<file path="src/rtl/simon_pkg.sv">
// simon_pkg: mode LED codes, FSM state encoding and pattern width shared by the Simon autoplayer.
package simon_pkg;
  localparam int PAT_W = 4;
  localparam logic [2:0] LED_MODE_INPUT    = 3'b001;
  localparam logic [2:0] LED_MODE_PLAYBACK = 3'b010;
  localparam logic [2:0] LED_MODE_REPEAT   = 3'b100;
  localparam logic [2:0] LED_MODE_DONE     = 3'b111;
  typedef enum logic [2:0] {
    IDLE, WATCH, CAP_PRESS, CAP_SETTLE, REP_DRIVE, REP_PRESS, REP_SETTLE, FINISHED
  } state_t;
  function automatic logic is_busy(state_t s);
    return (s != IDLE) && (s != FINISHED);
  endfunction
endpackage

</file>
<file path="src/rtl/simon_seq_mem.sv">
// simon_seq_mem: single-port sequence store, synchronous write and asynchronous read.
module simon_seq_mem
  import simon_pkg::*;
#(
  parameter int DEPTH = 64
) (
  input  logic                     clk,
  input  logic                     we,
  input  logic [$clog2(DEPTH)-1:0] addr,
  input  logic [PAT_W-1:0]         wdata,
  output logic [PAT_W-1:0]         rdata
);
  logic [PAT_W-1:0] mem [DEPTH];
  always_ff @(posedge clk)
    if (we) mem[addr] <= wdata;
  assign rdata = mem[addr];
endmodule

</file>
<file path="src/rtl/simon_autoplayer.sv">
// simon_autoplayer: presses Simon's buttons in place of a player, recording the
// PLAYBACK sequence and replaying it during REPEAT.
module simon_autoplayer
  import simon_pkg::*;
#(
  parameter int DEPTH         = 64,
  parameter int PRESS_CYCLES  = 4,
  parameter int SETTLE_CYCLES = 4
) (
  input  logic                     sysclk,
  input  logic                     rst,
  input  logic                     enable,
  input  logic                     err_en,
  input  logic [$clog2(DEPTH)-1:0] err_idx,
  input  logic [2:0]               mode_leds,
  input  logic [PAT_W-1:0]         pattern_leds,
  output logic                     pclk,
  output logic [PAT_W-1:0]         pattern,
  output logic                     busy,
  output logic                     finished,
  output logic                     overflow,
  output logic [$clog2(DEPTH):0]   cap_len,
  output logic [7:0]               rounds
);
  localparam int AW = $clog2(DEPTH);
  localparam logic [7:0] PRESS_LAST  = 8'(PRESS_CYCLES - 1);
  localparam logic [7:0] SETTLE_LAST = 8'(SETTLE_CYCLES - 1);
  localparam logic [AW:0] FULL = DEPTH[AW:0];
  state_t state_q, state_d;
  logic [7:0] timer_q, timer_d, rounds_q, rounds_d;
  logic [AW:0] wr_ptr_q, wr_ptr_d, rd_ptr_q, rd_ptr_d, rd_next;
  logic pclk_q, pclk_d, busy_q, busy_d, finished_q, finished_d, overflow_q, overflow_d;
  logic [PAT_W-1:0] pattern_q, pattern_d, mem_rdata, rep_pat;
  logic [AW-1:0] mem_addr;
  logic settle_done, we;
  assign settle_done = timer_q == SETTLE_LAST;
  // Replay entry about to be driven: index 0 when leaving WATCH, otherwise the next one.
  assign rd_next = (state_q == WATCH) ? '0 : rd_ptr_q + 1'b1;
  assign we = enable && state_q == CAP_SETTLE && settle_done &&
              mode_leds == LED_MODE_PLAYBACK && wr_ptr_q != FULL;
  assign mem_addr = we ? wr_ptr_q[AW-1:0] : rd_next[AW-1:0];
  assign rep_pat = mem_rdata ^ {PAT_W{err_en && rd_next == {1'b0, err_idx}}};
  simon_seq_mem #(.DEPTH(DEPTH)) u_mem (
    .clk  (sysclk),
    .we   (we),
    .addr (mem_addr),
    .wdata(pattern_leds),
    .rdata(mem_rdata)
  );
  always_comb begin
    state_d    = state_q;
    timer_d    = timer_q + 8'd1;
    wr_ptr_d   = wr_ptr_q;
    rd_ptr_d   = rd_ptr_q;
    pclk_d     = pclk_q;
    pattern_d  = pattern_q;
    overflow_d = overflow_q;
    rounds_d   = rounds_q;
    if (!enable) begin
      state_d    = IDLE;
      timer_d    = '0;
      wr_ptr_d   = '0;
      rd_ptr_d   = '0;
      pclk_d     = 1'b0;
      pattern_d  = '0;
      overflow_d = 1'b0;
      rounds_d   = '0;
    end else begin
      case (state_q)
        IDLE: state_d = WATCH;
        WATCH: begin
          timer_d = '0;
          if (mode_leds == LED_MODE_PLAYBACK) begin
            wr_ptr_d = '0;
            pclk_d   = 1'b1;
            state_d  = CAP_PRESS;
          end else if (mode_leds == LED_MODE_REPEAT) begin
            rd_ptr_d  = '0;
            pattern_d = (wr_ptr_q == '0) ? pattern_q : rep_pat;
            state_d   = (wr_ptr_q == '0) ? REP_SETTLE : REP_DRIVE;
          end else if (mode_leds == LED_MODE_DONE) begin
            state_d = FINISHED;
          end
        end
        CAP_PRESS, REP_PRESS: if (timer_q == PRESS_LAST) begin
          pclk_d  = 1'b0;
          timer_d = '0;
          state_d = (state_q == CAP_PRESS) ? CAP_SETTLE : REP_SETTLE;
        end
        CAP_SETTLE: if (settle_done) begin
          timer_d = '0;
          if (mode_leds != LED_MODE_PLAYBACK) begin
            state_d = WATCH;
          end else if (wr_ptr_q == FULL) begin
            overflow_d = 1'b1;
            state_d    = FINISHED;
          end else begin
            wr_ptr_d = wr_ptr_q + 1'b1;
            pclk_d   = 1'b1;
            state_d  = CAP_PRESS;
          end
        end
        REP_DRIVE: begin
          pclk_d  = 1'b1;
          timer_d = '0;
          state_d = REP_PRESS;
        end
        REP_SETTLE: if (settle_done) begin
          // Holding the timer at its last value keeps re-polling the mode while all entries are sent.
          if (mode_leds == LED_MODE_REPEAT) begin
            timer_d = SETTLE_LAST;
            if (rd_next < wr_ptr_q) begin
              rd_ptr_d  = rd_next;
              pattern_d = rep_pat;
              timer_d   = '0;
              state_d   = REP_DRIVE;
            end
          end else begin
            timer_d = '0;
            state_d = (mode_leds == LED_MODE_DONE) ? FINISHED : WATCH;
            if (mode_leds == LED_MODE_PLAYBACK) rounds_d = rounds_q + 8'(rounds_q != 8'hFF);
          end
        end
        default: timer_d = '0;
      endcase
    end
    busy_d     = is_busy(state_d);
    finished_d = state_d == FINISHED;
  end
  always_ff @(posedge sysclk or negedge rst)
    if (!rst) begin
      state_q    <= IDLE;
      timer_q    <= '0;
      wr_ptr_q   <= '0;
      rd_ptr_q   <= '0;
      pclk_q     <= 1'b0;
      pattern_q  <= '0;
      busy_q     <= 1'b0;
      finished_q <= 1'b0;
      overflow_q <= 1'b0;
      rounds_q   <= '0;
    end else begin
      state_q    <= state_d;
      timer_q    <= timer_d;
      wr_ptr_q   <= wr_ptr_d;
      rd_ptr_q   <= rd_ptr_d;
      pclk_q     <= pclk_d;
      pattern_q  <= pattern_d;
      busy_q     <= busy_d;
      finished_q <= finished_d;
      overflow_q <= overflow_d;
      rounds_q   <= rounds_d;
    end
  assign pclk     = pclk_q;
  assign pattern  = pattern_q;
  assign busy     = busy_q;
  assign finished = finished_q;
  assign overflow = overflow_q;
  assign cap_len  = wr_ptr_q;
  assign rounds   = rounds_q;
endmodule

</file>
<file path="config.mk">
export PLATFORM = sky130hd
export DESIGN_NAME = simon_autoplayer
export DESIGN_NICKNAME = d
export VERILOG_FILES = /design/src/rtl/simon_pkg.sv /design/src/rtl/simon_seq_mem.sv /design/src/rtl/simon_autoplayer.sv
export SDC_FILE = /design/constraint.sdc
export NUM_CORES = 1
export LEC_CHECK = 0
export ABC_AREA = 1
export CORE_MARGIN = 2
export CORE_UTILIZATION = 60
export DETAILED_ROUTE_END_ITERATION = 8
export GPL_ROUTABILITY_DRIVEN = 0
export PLACE_DENSITY = 0.89
export SYNTH_ARGS = -nofsm -noshare
export SYNTH_HDL_FRONTEND = slang
export SYNTH_SLANG_ARGS = --single-unit
</file>
<file path="constraint.sdc">
create_clock -name sysclk -period 7.48 [get_ports sysclk]
set_input_delay 1.87 -clock sysclk [delete_from_list [all_inputs] [get_ports sysclk]]
set_output_delay 1.87 -clock sysclk [all_outputs]
set_load 0.005 [all_outputs]
</file>
==> impl_metrics.yaml <==
pwr:
  powerDensity_mw_per_mm2: 240.1
  p_leak_uw: 0.005480
  ir_drop_mv: 0.2094
drt:
  drt_first_iter_violations: 1524
  vias: 9943
  remaining_drc_errors: 0
  detail_route.wl_per_cell_um: 19.15
  wirelength_mm: 31.31
  firstDrtPassIters: 6
  ant_nets: 0
  routed_via_density: 6.081
critical_path:
  crit_type: "input pin to flop"
  end_kind: "flop"
  path_max_fanout: 19
  cp-start-kind: "input pin"
  r2r_slack_ns: 3.16
  required_ns: 7.70
  crit_arrival_ns: 5.90
cts:
  clk_path_buf_depth: 3
  cts_resized: 0
  clockRootBuffer: "clkbuf_16"
  cts_buffers: 29
  cts_sinks: 297
  cts_max_level: 1
  clk_latency_ns: 0.57
  hold_buffers: 0
  clkTransAtPathRegs_ns: 0.06
  tritoncts: "yes"
  postCtsSetupBuffers: 0
die:
  start_util_pct: 60.98
  dieHeight_um: 152.9
  ios: 40
  die_area_mm2: 0.02339
  core_area_mm2: 0.02182
  num_rows: 54
  die_w_um: 152.9
logic_synthesis:
  yosysUniqueCellTypes: 40
  yosys-top-cells-area: "edfxtp_1, nand2_1, dfrtp_1, nand3_1, nor2_1"
  synth_seq_cells: 297
  syn_inst: 1302
  avgSynthCellArea_um2: 10.22
  syn_area_mm2: 0.01331
  synth-main-ff-cell: "edfxtp_1"
  post-synth-top-count-cell: "nand2_1"
  synth_edf_count: 256
  synth_nets: 1327
  synth_top_cell_by_area: "edfxtp_1"
  synth_commonest_cells: "nand2_1, edfxtp_1, nand3_1, nor2_1, inv_1"
  yosysWarnings: 0
  yosysSeqAreaShare_pct: 65.47
  synth.top_cell.area_share_pct: 57.76
  async_flop_share_pct: 13.80
grt:
  grt_usage_pct: 26.81
  grt_overflow: 0
  grt_pass1_vias: 9534
  grt_max_degree: 109
  antenna_found_initial: 0
  grt_pass1_wl_mm: 49.82
run:
  cap_violations: 0
finish:
  syn_to_final_growth_pct: 10.71
  nFillCells: 1518
  n_antenna_cell: 0
  final_net_count: 1358
  layout-drive-gt1-share_pct: 6.716
sta:
  setup_violations: 0
  drv_slew: 0
  skew_ns: 0.01717
  finalSetupTns_ns: 0
  max_freq_ghz: 0.1762
  relSlewSlack_pct: 22.44
  final_hold_viol_count: 0
  finalCriticalPeriod_ns: 5.675
  rsz0062_at_grt: "no"
  fin_crit_sh_pct: 75.86
  tightestPinTransition_ns: 1.163
  hold_ws_ns: 0.4981
worst_hold_path:
  hp-class: "flop to flop"
placement:
  port_buffers: 39
  hpwl_mm: 19.60
outcome:
  outcome: "complete, no violations"
-- worst max-delay path, stage by stage --
cell	delay, ns
clkdlybuf4s50_1	0.79
inv_1	0.38
nor2_4	0.36
nand4_4	0.20
nand2_1	0.14
nand2_1	0.13
nor2_2	0.80
nand2_1	0.69
nor2_1	0.51
-- state kept, by name, indices dropped and copies added, names as in the netlist --
name	cells
u_mem.mem	256
overflow	1
rounds	8
timer_q	8
cap_len	7
rd_ptr_q	7
state_q	3
finished	1
pclk	1
busy	1
pattern	4
-- metal layers --
| metal | part of all wire (%) | GRT usage (%) | vias to the layer above |
|---|---|---|---|
| li1 | - | - | 4527 |
| met1 | 38 | 36.56 | 4746 |
| met2 | 48 | 44.67 | 580 |
| met3 | 10 | 4.253 | 90 |
| met4 | 3.0 | 8.907 | 0 |
| met5 | 0 | 0 | - |
-- stage by stage --
step	util (%)	instances	instance area [µm²]	total power, µW	setup slack, ns
after floorplan	-	1302	13310	2049	3.597
after global placement	63.24	1582	13800	2123	1.688
after detailed placement	63.24	1582	13800	2136	1.455
after CTS	67.52	1635	14730	3536	2.008
after global routing	67.52	1635	14730	3643	1.672
final	67.52	1635	14730	3538	1.805
-- worst paths after layout --
path,startpoint,endpoint,cells after the start
min in group asynchronous,rst,rounds[2],1
setup reg to reg,timer_q[0],u_mem.mem[10][2],9
setup / recovery,enable,u_mem.mem[10][2],9
max in group asynchronous,rst,rd_ptr_q[3],1
hold reg to reg,pattern[0],pattern[0],2
hold / removal,pattern[0],pattern[0],2
-- layout by cell type, fill, tap and decap left out, drive strengths merged --
cell / instances
nand2: 423
edfxtp: 256
nand3: 175
nor2: 150
inv: 62
dfrtp: 41
o21ai: 36
clkdlybuf4s50: 34
clkbuf: 31
a21oi: 28
nand4: 24
buf: 17
clkinv: 15
nor3: 13
ha: 8
xor2: 7
nor4: 5
o31ai: 4
a31oi: 3
nand3b: 3
xnor2: 3
bufinv: 3
clkinvlp: 3
nor3b: 2
or2: 1
o21bai: 1
o211ai: 1
o2111ai: 1
o41ai: 1
o221ai: 1
and2: 1
o2bb2ai: 1
o22ai: 1
-- logic make-up (layout without fill, tap and decap cells) --
group                    count (synthesis)  in the layout  synth area share, %
AO/OA/AOI/OAI                           78             78                3.253
XOR/XNOR                                10             10               0.6581
adder cells (fa/ha/maj)                  8              8               0.7521
buffers and inverters                  112            165                4.165
flip-flops                             297            297                65.47
AND/OR/NAND/NOR                        797            797                25.70
-- power by group --
group / internal, µW / switching [µW] / total [µW]
clock network: 813 / 616 / 1430
logic: 82.9 / 203 / 286
registers: 1810 / 12.1 / 1820
-- layout make-up --
cell class | count | area, µm² | area share (%)
sequential | 297 | 8713 | 59.14
inverter | 61 | 229.0 | 1.554
timing repair buffer | 51 | 455.4 | 3.091
clock inverter | 22 | 198.9 | 1.350
clock buffer | 31 | 733.2 | 4.976
multi-input combinational | 893 | 4054 | 27.51
tap | 280 | 350.3 | 2.378
Note: power is estimated with default switching activity, not from simulation.
